**config.mk**
```make
export PLATFORM = sky130hd
export DESIGN_NAME = rv_mc_sequencer
export DESIGN_NICKNAME = d
export VERILOG_FILES = /design/src/rtl/rv_pkg.sv /design/src/rtl/rv_wait_timer.sv /design/src/rtl/rv_mc_sequencer.sv
export SDC_FILE = /design/constraint.sdc
export NUM_CORES = 1
export LEC_CHECK = 0
export BUFFER_PORTS_ARGS = -buffer_cell sky130_fd_sc_hd__buf_2
export CAP_MARGIN = 20
export CORE_UTILIZATION = 50
export CTS_BUF_LIST = sky130_fd_sc_hd__clkbuf_4
export CTS_CLUSTER_SIZE = 10
export DETAILED_ROUTE_END_ITERATION = 6
export HOLD_SLACK_MARGIN = 0.1
export PLACE_DENSITY = 0.79
export SYNTH_ARGS = -nofsm -noshare
export SYNTH_HDL_FRONTEND = slang
export SYNTH_SLANG_ARGS = --single-unit
export TNS_END_PERCENT = 30
```
**constraint.sdc**
```tcl
create_clock -name clk -period 7.85 [get_ports clk]
set_input_delay 0.3925 -clock clk [delete_from_list [all_inputs] [get_ports clk]]
set_output_delay 0.3925 -clock clk [all_outputs]
set_load 0.05 [all_outputs]
```
**src/rtl/rv_pkg.sv**
```systemverilog
// Shared definitions for the multi-cycle RISC-V control path.
// Used by the sequencer, the decoder and the core top level.
package rv_pkg;

    typedef enum logic [2:0] {
        ST_FETCH  = 3'd0,
        ST_DECODE = 3'd1,
        ST_EXEC   = 3'd2,
        ST_MEM    = 3'd3,
        ST_WB     = 3'd4,
        ST_HALT   = 3'd5,
        ST_FAULT  = 3'd6
    } seq_state_t;

    // Instruction classes as reported by the decoder's one-hot flags.
    localparam logic [3:0] CLS_ALU    = 4'b0001;
    localparam logic [3:0] CLS_LOAD   = 4'b0010;
    localparam logic [3:0] CLS_STORE  = 4'b0100;
    localparam logic [3:0] CLS_BRANCH = 4'b1000;

    localparam int PC_STEP = 4;

endpackage

```
**src/rtl/rv_wait_timer.sv**
```systemverilog
// Wait-cycle counter for the sequencer's handshake states; flags the cycle
// in which the count would reach all-ones.
module rv_wait_timer #(
    parameter int TIMEOUT_W = 8
) (
    input  logic clk,
    input  logic rst_n,
    input  logic i_clear,
    input  logic i_enable,
    output logic o_expired
);

    localparam logic [TIMEOUT_W-1:0] LAST_WAIT = {TIMEOUT_W{1'b1}} - 1'b1;

    logic [TIMEOUT_W-1:0] r_count;

    always_ff @(posedge clk or negedge rst_n) begin
        if (!rst_n) begin
            r_count <= '0;
        end else if (i_clear) begin
            r_count <= '0;
        end else if (i_enable) begin
            r_count <= r_count + 1'b1;
        end
    end

    // Asserted on the wait cycle whose increment lands on all-ones.
    assign o_expired = i_enable && (r_count == LAST_WAIT);

endmodule

```
**src/rtl/rv_mc_sequencer.sv**
```systemverilog
// Multi-cycle fetch/decode/execute/memory/writeback sequencer: owns the PC,
// handshakes with imem, ALU and dmem, and counts retired instructions.
module rv_mc_sequencer
    import rv_pkg::*;
#(
    parameter int                PC_WIDTH  = 32,
    parameter int                I_WIDTH   = 32,
    parameter logic [PC_WIDTH-1:0] RESET_PC = '0,
    parameter int                RETIRE_W  = 32,
    parameter int                TIMEOUT_W = 8
) (
    input  logic                clk,
    input  logic                rst_n,
    output logic                o_imem_req,
    output logic [PC_WIDTH-1:0] o_imem_addr,
    input  logic                i_imem_valid,
    input  logic [I_WIDTH-1:0]  i_imem_rdata,
    output logic [I_WIDTH-1:0]  o_instr,
    input  logic                i_is_alu,
    input  logic                i_is_load,
    input  logic                i_is_store,
    input  logic                i_is_branch,
    input  logic                i_illegal,
    input  logic                i_branch_taken,
    input  logic [PC_WIDTH-1:0] i_branch_target,
    output logic                o_alu_start,
    input  logic                i_alu_done,
    output logic                o_dmem_req,
    output logic                o_dmem_we,
    input  logic                i_dmem_ack,
    output logic                o_rf_we,
    input  logic                i_halt_req,
    output logic                o_running,
    output logic                o_fault,
    output logic [RETIRE_W-1:0] o_retired
);

    seq_state_t          r_state;
    seq_state_t          w_next;
    logic [PC_WIDTH-1:0] r_pc;
    logic [I_WIDTH-1:0]  r_instr;
    logic [RETIRE_W-1:0] r_retired;
    logic                r_running;
    logic                r_alu_start;
    logic                w_complete;
    logic                w_retire;
    logic                w_wait;
    logic                w_expired;
    logic                w_take;
    logic                w_misaligned;

    assign w_take       = i_is_branch && i_branch_taken;
    assign w_misaligned = w_take && (i_branch_target[1:0] != 2'b00);

    rv_wait_timer #(.TIMEOUT_W(TIMEOUT_W)) u_wait_timer (
        .clk       (clk),
        .rst_n     (rst_n),
        .i_clear   (w_next != r_state),
        .i_enable  (w_wait),
        .o_expired (w_expired)
    );

    always_comb begin
        w_next     = r_state;
        w_complete = 1'b0;
        w_wait     = 1'b0;
        case (r_state)
            ST_FETCH: begin
                // The idle FETCH cycle straight after reset has no request out.
                if (r_running) begin
                    if (i_imem_valid) w_next = ST_DECODE;
                    else              w_wait = 1'b1;
                end
            end
            ST_DECODE: w_next = i_illegal ? ST_FAULT : ST_EXEC;
            ST_EXEC: begin
                if (i_alu_done) begin
                    if (i_is_load || i_is_store) w_next = ST_MEM;
                    else if (i_is_branch)        w_complete = 1'b1;
                    else if (i_is_alu)           w_next = ST_WB;
                    else                         w_complete = 1'b1;
                end else begin
                    w_wait = 1'b1;
                end
            end
            ST_MEM: begin
                if (i_dmem_ack) begin
                    if (i_is_store) w_complete = 1'b1;
                    else            w_next = ST_WB;
                end else begin
                    w_wait = 1'b1;
                end
            end
            ST_WB:    w_complete = 1'b1;
            ST_HALT:  if (!i_halt_req) w_next = ST_FETCH;
            ST_FAULT: w_next = ST_FAULT;
            default:  w_next = ST_FAULT;
        endcase
        if (w_complete) begin
            if (w_misaligned) w_next = ST_FAULT;
            else              w_next = i_halt_req ? ST_HALT : ST_FETCH;
        end
        if (w_expired) w_next = ST_FAULT;
    end

    assign w_retire = w_complete && !w_misaligned;

    always_ff @(posedge clk or negedge rst_n) begin
        if (!rst_n) begin
            r_state     <= ST_FETCH;
            r_pc        <= RESET_PC;
            r_instr     <= '0;
            r_retired   <= '0;
            r_running   <= 1'b0;
            r_alu_start <= 1'b0;
        end else begin
            r_state     <= w_next;
            r_running   <= (w_next != ST_HALT) && (w_next != ST_FAULT);
            r_alu_start <= (r_state == ST_DECODE) && !i_illegal;
            if ((r_state == ST_FETCH) && r_running && i_imem_valid) begin
                r_instr <= i_imem_rdata;
            end
            if (w_retire) begin
                r_pc      <= w_take ? i_branch_target : r_pc + PC_WIDTH'(PC_STEP);
                r_retired <= r_retired + 1'b1;
            end
        end
    end

    assign o_imem_req  = (r_state == ST_FETCH) && r_running;
    assign o_imem_addr = r_pc;
    assign o_instr     = r_instr;
    assign o_alu_start = r_alu_start;
    assign o_dmem_req  = (r_state == ST_MEM);
    assign o_dmem_we   = (r_state == ST_MEM) && i_is_store;
    assign o_rf_we     = (r_state == ST_WB);
    assign o_running   = r_running;
    assign o_fault     = (r_state == ST_FAULT);
    assign o_retired   = r_retired;

endmodule

```
[Yosys cells after proc, flatten, opt, wreduce, memory -nomap -nowiden]
Cells that the tools add are included.
W data, S select, Z words.
Operators by class
  add/sub/neg operators: 3
  $mul: 0
  div/mod/pow operators: 0
  magnitude comparators: 0
  eq/ne operators: 10
  shift-type cells: 0
  multiplexer cells: 30
  bitwise logic cells: 0
  reductions and logical operators: 15
Operators by type and width (number)
  $mux W3: 14
  $add A32 B1 Y32 const B: 1
  $add A32 B3 Y32 const B: 1
  $mux W32: 1
  $pmux W3 S6: 1
  $mux W8: 2
  $mux W1: 10
  $eq A3 B3 Y1 const B: 3
  $logic_and A1 B1 Y1: 9
  $add A8 B1 Y8 const B: 1
  $eq A8 B8 Y1 const B: 1
  $eq A3 B2 Y1 const B: 2
  $ne A3 B3 Y1 const B: 2
  $pmux W1 S3: 2
  $reduce_bool A2 Y1: 2
  $eq A3 B1 Y1 const B: 1
  $logic_not A3 Y1: 1
  $ne A3 B3 Y1: 1
  $logic_not A1 Y1: 2
  $logic_or A1 B1 Y1: 1
Storage, ports and cells
  bits in registers: 109
  latch bits: 0
  RAM bits: 0
  ROM bits: 0
  input port bits: 76
  output and inout port bits: 103
  memories kept: 0

[Logic depth before layout (Yosys ltp)]
Gate-level depths: netlist of run 1.
  depth in word-level cells: 9
  mapped depth: 11
  gate-level depth less buffers: 8

[Modules after synthesis]
Synthesis of run 1 repeated with hierarchy kept, for this count alone.
Unflattened totals
  cell total of the unflattened synthesis: 526
  area, all modules: 5342.6 um2
By module, submodules not included
  rv_mc_sequencer: instances 1, cells an instance 485, area each 4931.0 um2, seq. area each 2527.4 um2
  rv_wait_timer: instances 1, cells an instance 41, area each 411.6 um2, seq. area each 200.2 um2

[Least setup slack after synthesis of run 1]
No wires, ideal clock.
  path kind: reg-to-reg
  start: reg r_running (netlist: o_running)
  end: reg u_wait_timer.r_count[1]
  library setup time: 0.125 ns
  arrival: 4.137 ns
  data required time: 7.725 ns
  setup slack: 3.588 ns
  stages on the path, launching flop included: 8
  period minus slack after synthesis: 4.262 ns
  path through: dfrtp_1 nor4b_1 a22o_1 clkbuf_1 and2_1 o311ai_0 a2111o_1 a2111oi_0
On the way
  cells in the longest elaborated chain, start to end: 6
  elaborated cells between the ends (all ways): 10
  classes of those cells: eq/ne (1); mux (7); reduce/logical (2)
Ends and longest elaborated chain
  from (decl): line rv_mc_sequencer.sv:43  | logic r_running;
  from (signal assigned): line rv_mc_sequencer.sv:118  | r_running <= (w_next != ST_HALT) && (w_next != ST_FAULT);
  $mux W3 / $mux W1 (equally long branches): line rv_mc_sequencer.sv:70  | if (r_running) begin
  $pmux W3 S6 / $pmux W1 S3 (equally long branches): line rv_mc_sequencer.sv:67  | case (r_state)
  $mux W3 / $logic_and A1 B1 Y1 (equally long branches): line rv_mc_sequencer.sv:99, rv_wait_timer.sv:28
  $mux W3: line rv_mc_sequencer.sv:103  | if (w_expired) w_next = ST_FAULT;
  $ne A3 B3 Y1: line rv_mc_sequencer.sv:58  | .i_clear (w_next != r_state),
  $mux W8 / $reduce_bool A2 Y1 (equally long branches)
  to (signal assigned): line rv_wait_timer.sv:23  | r_count <= r_count + 1'b1;
  to (decl): line rv_wait_timer.sv:15  | logic [TIMEOUT_W-1:0] r_count;
Several ways; a longest one is shown, not always the timed one.
A chain may end at the register's enable or synchronous reset.

[Worst setup path after layout of run 1]
  start: reg r_state[0]
  end: reg r_retired[31] (netlist: o_retired[31])
On the way
  cells in the longest elaborated chain, start to end: 3
  elaborated cells between the ends (all ways): 5
  classes of those cells: eq/ne (3); mux (1); reduce/logical (1)
Ends and longest elaborated chain
  from (decl): line rv_mc_sequencer.sv:38  | seq_state_t r_state;
  from (signal assigned): line rv_mc_sequencer.sv:117  | r_state <= w_next;
  $eq A3 B3 Y1 / $eq A3 B2 Y1 (equally long branches): line rv_mc_sequencer.sv:67
  $pmux W1 S3 (*): line rv_mc_sequencer.sv:67
  $logic_and A1 B1 Y1 (*): line rv_mc_sequencer.sv:106  | assign w_retire = w_complete && !w_misaligned;
  to (signal assigned): line rv_mc_sequencer.sv:125  | r_retired <= r_retired + 1'b1;
  to (decl): line rv_mc_sequencer.sv:42  | logic [RETIRE_W-1:0] r_retired;
Mark *: on every way between the ends. The rest lies on a longest branch, timed or not.

==> flow_summary.ini, run 1 <==
[pwr]
switching_share_pct = 54.2
p_int_uw = 1140
clockPowerShare_pct = 9.9
pwr-share-comb_pct = 53.4
powerDensity_nw_per_um2 = 386
seqPwrFrac_pct = 36.7
leakage_uw = 0.00316
vdd.ir_drop.worst_v = 0.000268
p_sw_uw = 1350

[logic_synthesis]
yosysWarnings = 0
avgSynthCellArea_um2 = 10.1
synth_area_leaders = dfrtp_1 51%, mux2_2 6.8%, nand2_1 4.1%
synthCells = 528
synth_commonest_cells = 109 x dfrtp_1, 58 x nand2_1, 40 x a21oi_1
ys_seq_area_share_pct = 51.3
yosysMostFrequentCell = dfrtp_1
synth_seq_cells = 109
synth_edf_count = 0
synth_cell_types = 55
syn_nets = 608
synth_flop_cell = dfrtp_1
async_reset_ff_share_pct = 100
synth_area_um2 = 5320
yosys.area.top_type = dfrtp_1
synth_top_area_share_pct = 51.3

[floorplanning]
rows = 37
core-area_um2 = 10300
start_util_pct = 51.5
dieWidth_um = 105
die_h_um = 105
pin_count = 179
die_area_um2 = 11100

[detailed_routing]
drt-vias-per-instance = 5.72
post_drt_wl_per_cell_um = 15.9
final_antenna_net_count = 0
remaining_drc_errors = 0
drt_iter0_markers = 289
drtPass1Iterations = 5
vias = 4799
wirelength_mm = 13.3

[timing]
fin_setup_tns_ns = 0
clock.fmax_ghz = 0.284
clock_skew_ns = 0.0194
slew_headroom_pct = 40.3
period_share_pct = 44.8
grt_setup_unrepaired = no
drv_slew = 0
hold_viol = 0
tightest_slew_ns = 0.887
fin_crit_ns = 3.52
setup_violations = 0

[critical_path]
cp-end-kind = flip-flop
r2r-start = r_state[0]
cp_slowest_cell = or4_1
start_kind = flip-flop
crit_chain = nand2b_1, or4_1, a21bo_1, or3_1, or4_4, nor4_4, xor2_1
r2r_cells = 7
path_class = flip-flop to flip-flop
worst-path-max-fanout = 20
crit_arrival_ns = 3.91
critPathBufInv = 0
max_stage_delay_ns = 0.61
r2r_setup_slack_ns = 4.33
r2r_end = o_retired[31]
crit_family = simple AND/OR/NAND/NOR gates
worst_ep_required_time_ns = 8.24

[worst_hold_path]
hp-class = input port to flip-flop
worstHoldPathCells = 3
min_from = i_branch_target[16]
whs_endpoint = o_imem_addr[16]

[finish]
fin_nets = 779
fin_util_pct = 62.4
drive_gt1_share_pct = 33.4
fill_cells = 887
antenna-diode-count = 0
area_growth_pct = 21.1

[global_route]
gr-total-overflow = 0
grt_usage_pct = 25.0
grt_pass1_vias = 4591
antenna_found_initial = 0
grt_pass1_wl_mm = 22.2
grt_max_degree = 64

[flow_run]
drv_cap = 0

[clock_tree]
cts_tree = built
cts.htree.levels = 3
cts.clk_slew.worst_paths_ns = 0.17
cts_buffer_depth = 2
numCtsBuffers = 9
cts_setup_buffers = 0
ctsResizeCount = 0
cts.sinks = 109
cts_root_buf = clkbuf_4
ctsHoldBuffers = 2
insertion_delay_ns = 0.45

[placed_design]
port_buffers = 178
gp_congestion = 0.863
hpwl_mm = 9.74

[run_status]
status = finished clean
==> registers in the layout, indices dropped and copies added (netlist names) <==
register              count
o_imem_addr              32
o_instr                  32
o_retired                32
u_wait_timer.r_count      8
r_state                   3
o_alu_start               1
o_running                 1
==> worst max path at each step <==
stage / slack, ns / endpoint / cells after the start / from
after floorplan: 3.59 / u_wait_timer.r_count[1] / 7 / o_running
after global placement: 4.46 / o_retired[31] / 8 / i_is_store
after detailed placement: 4.35 / o_retired[31] / 8 / i_is_store
after CTS: 4.32 / o_retired[31] / 7 / r_state[0]
after global routing: 4.17 / o_retired[31] / 7 / r_state[0]
final: 4.33 / o_retired[31] / 7 / r_state[0]
==> per-layer routing <==
layer	up-vias	global-route usage, %	part of all wire (%)
met5	-	0	0
met3	17	3.87	7.2
met2	237	40.4	47
li1	2249	-	-
met1	2296	34.1	44
met4	0	9.15	1.6
==> kinds of logic (layout without fill, tap and decap cells) <==
group | count (synthesis) | count (layout) | share of synthesized area, %
AOI/OAI and AO/OA | 111 | 111 | 12.8
xor gates and xnor gates | 39 | 39 | 6.42
adders and majority gates | 4 | 4 | 0.941
buffers and inverters | 35 | 210 | 2.68
DFF | 109 | 109 | 51.3
muxes | 33 | 33 | 6.96
and+or+nand+nor | 197 | 197 | 18.9
==> cells in the final DEF, fill, tap and decap left out, drive strengths merged, types with 7 or more instances in the layout <==
cell	count
a21oi	40
and3	9
buf	182
clkbuf	9
dfrtp	109
inv	11
mux2	32
nand2	58
nand3	28
nand4	14
nor2	32
nor3	20
nor4	7
o21ai	28
o22ai	10
xnor2	24
xor2	15
==> cell type report <==
| type | count | area (µm²) | share of cell area (%) |
|---|---|---|---|
| flip-flops and latches | 109 | 2730 | 42.3 |
| inverters | 11 | 41.3 | 0.641 |
| clock buffers | 9 | 67.6 | 1.05 |
| multi-input cells | 384 | 2450 | 38.1 |
| clock inverters | 6 | 41.3 | 0.641 |
| repair buffers | 184 | 943 | 14.6 |
| well taps | 136 | 170 | 2.64 |
==> tightest hold or removal path, delay by kind of cell <==
| family | cells | cell delay [ns] |
|---|---|---|
| buffers and inverters | 1 | 0.08 |
| AOI/OAI and AO/OA | 1 | 0.05 |
| and+or+nand+nor | 1 | 0.04 |
==> metrics by stage <==
step / power, µW / hold WS, ns / worst slack, ns / instance area [µm²] / instances
floorplan: 1900 / 0.0969 / 3.59 / 5320 / 528
global placement: 2210 / 0.414 / 4.46 / 6310 / 822
detailed placement: 2250 / 0.429 / 4.35 / 6310 / 822
CTS: 2490 / 0.122 / 4.32 / 6440 / 839
global route: 2620 / 0.127 / 4.17 / 6440 / 839
finish: 2480 / 0.137 / 4.33 / 6440 / 839
==> power groups by stage <==
stage	registers (µW)	clock network, µW	logic (µW)
finish	911	246	1330
global route	939	273	1410
CTS	905	254	1330
detailed placement	917	0	1330
global placement	905	0	1310
floorplan	1440	0	459
Note: power is estimated with default switching activity, not from simulation.
==> run 2: changes to the inputs <==
--- a/config.mk
+++ b/config.mk
@@ -7,12 +7,12 @@
 export LEC_CHECK = 0
 export BUFFER_PORTS_ARGS = -buffer_cell sky130_fd_sc_hd__buf_2
 export CAP_MARGIN = 20
-export CORE_UTILIZATION = 50
+export CORE_UTILIZATION = 47
 export CTS_BUF_LIST = sky130_fd_sc_hd__clkbuf_4
 export CTS_CLUSTER_SIZE = 10
 export DETAILED_ROUTE_END_ITERATION = 6
 export HOLD_SLACK_MARGIN = 0.1
-export PLACE_DENSITY = 0.79
+export PLACE_DENSITY = 0.78
 export SYNTH_ARGS = -nofsm -noshare
 export SYNTH_HDL_FRONTEND = slang
 export SYNTH_SLANG_ARGS = --single-unit
==> constraint.sdc (replaced) <==
create_clock -name clk -period 2.9 [get_ports clk]
set_input_delay 0.145 -clock clk [delete_from_list [all_inputs] [get_ports clk]]
set_output_delay 0.145 -clock clk [all_outputs]
set_load 0.05 [all_outputs]
==> run 2 against run 1 <==
Compared with the run above: critical endpoint unchanged; combinational power grew to 2.9 times the previous value; via count is 7.7% higher; non-clock buffer count is 81 higher; power grew to 2.9 times the previous value; cell count is 10% higher.
==> flow_summary.ini, run 2 (synthesized netlist as in run 1, its figures left out) <==
[run_status]
status = finished clean

[critical_path]
start_kind = flip-flop
cp-end-kind = flip-flop
worst_ep_required_time_ns = 3.29
worst-path-max-fanout = 5
crit_arrival_ns = 3.07
path_class = flip-flop to flip-flop

[timing]
tightest_slew_ns = 0.860
drv_slew = 0
setup_violations = 0
slew_headroom_pct = 42.7
fin_crit_ns = 2.68
fin_setup_tns_ns = 0
clock.fmax_ghz = 0.373
hold_viol = 0
clock_skew_ns = 0.0144
finalWorstSetupSlack_ns = 0.219
grt_setup_unrepaired = no
period_share_pct = 92.4

[detailed_routing]
wirelength_mm = 15.1
vias = 5168
post_drt_wl_per_cell_um = 16.3
drtPass1Iterations = 5
remaining_drc_errors = 0
drt_iter0_markers = 426
final_antenna_net_count = 0
drt-vias-per-instance = 5.58

[clock_tree]
ctsResizeCount = 0
cts_root_buf = clkbuf_4
numCtsBuffers = 9
cts_tree = built
cts_buffer_depth = 2
cts.clk_slew.worst_paths_ns = 0.19
cts.sinks = 109
cts.htree.levels = 3
cts_setup_buffers = 0
insertion_delay_ns = 0.46
ctsHoldBuffers = 66

[floorplanning]
die_h_um = 108
dieWidth_um = 108
rows = 38
pin_count = 179
start_util_pct = 48.6
die_area_um2 = 11700
core-area_um2 = 10900

[pwr]
clockPowerShare_pct = 10.7
powerDensity_nw_per_um2 = 974
switching_share_pct = 53.5
p_sw_uw = 3810
vdd.ir_drop.worst_v = 0.000820
p_int_uw = 3310
pwr-share-comb_pct = 55.1
seqPwrFrac_pct = 34.2
leakage_uw = 0.00355

[global_route]
gr-total-overflow = 0
grt_max_degree = 69
antenna_found_initial = 1
grt_usage_pct = 25.8
grt_pass1_vias = 4967
grt_pass1_wl_mm = 23.8

[finish]
final_cell_mix = 177 x buf_2, 108 x dfrtp_1, 66 x dlygate4sd3_1, 58 x nand2_1, 39 x a21oi_1
area_growth_pct = 37.4
fill_cells = 831
regArea_um2 = 2730
drive_gt1_share_pct = 33.0
multiInputGateArea_um2 = 2490
mostFrequentLayoutCell = buf_2
fin_nets = 860

[worst_hold_path]
hp-class = input port to flip-flop

[placed_design]
port_buffers = 178
hpwl_mm = 10.0
pre_cts_ws_ns = 0.0269
gp_congestion = 0.903

[flow_run]
drv_cap = 0
-- run 2: area by class of cell --
| type | count | area share (%) |
|---|---|---|
| clock buffer | 9 | 0.925 |
| sequential | 109 | 37.4 |
| antenna | 1 | 0.0343 |
| clock inverter | 7 | 1.04 |
| multi-input combinational | 384 | 34.1 |
| inverter | 11 | 0.565 |
| timing repair buffer | 265 | 23.6 |
| tap | 140 | 2.40 |
-- run 2: per-stage QoR --
step	instance area, µm²	hold slack [ns]	util [%]	std cells	total power, µW
finish	7310	0.281	66.8	926	7110
global route	7310	0.280	66.8	926	7500
CTS	7300	0.251	66.8	925	7100
detailed placement	6500	0.311	59.4	843	6270
global placement	6500	0.304	59.4	843	6160
floorplan	5370	-0.151	-	528	5200
-- run 2: path summary, 6_finish.rpt --
kind / startpoint / endpoint / slack, ns / depth (start not counted)
min in group asynchronous: rst_n / o_retired[11] / 0.32 / 2
max in group asynchronous: rst_n / o_instr[24] / 1.73 / 3
hold / removal: i_dmem_ack / o_imem_addr[29] / 0.28 / 5
hold reg to reg: o_retired[31] / o_retired[31] / 0.50 / 1
setup / recovery: r_state[0] / o_retired[31] / 0.22 / 7
setup reg to reg: r_state[0] / o_retired[31] / 0.22 / 7
-- run 2: worst max-delay path: stages, from the launching register on --
cell and delay (ns):
dfrtp_1 0.42, nand2b_4 0.15, or4_1 0.43, a21bo_1 0.24
or3_1 0.35, or4_4 0.56, nor4_4 0.31, xor2_1 0.16
-- run 2: routing by layer --
layer  vias up  track usage, %  share of wire, %
li1       2417               -                 -
met1      2460            31.7                41
met2       262            45.5                50
met3        29            4.76               6.9
met4         0            8.88               1.9
met5         -               0                 0
-- run 2: power by group through the flow --
| stage | sequential, µW | clock, µW | combinational [µW] |
|---|---|---|---|
| 2_1_floorplan | 3900 | 0 | 1310 |
| 3_3_place_gp | 2400 | 0 | 3750 |
| 3_5_place_dp | 2440 | 0 | 3820 |
| 4_1_cts | 2410 | 791 | 3900 |
| 5_1_grt | 2490 | 854 | 4150 |
| 6_report | 2430 | 763 | 3920 |
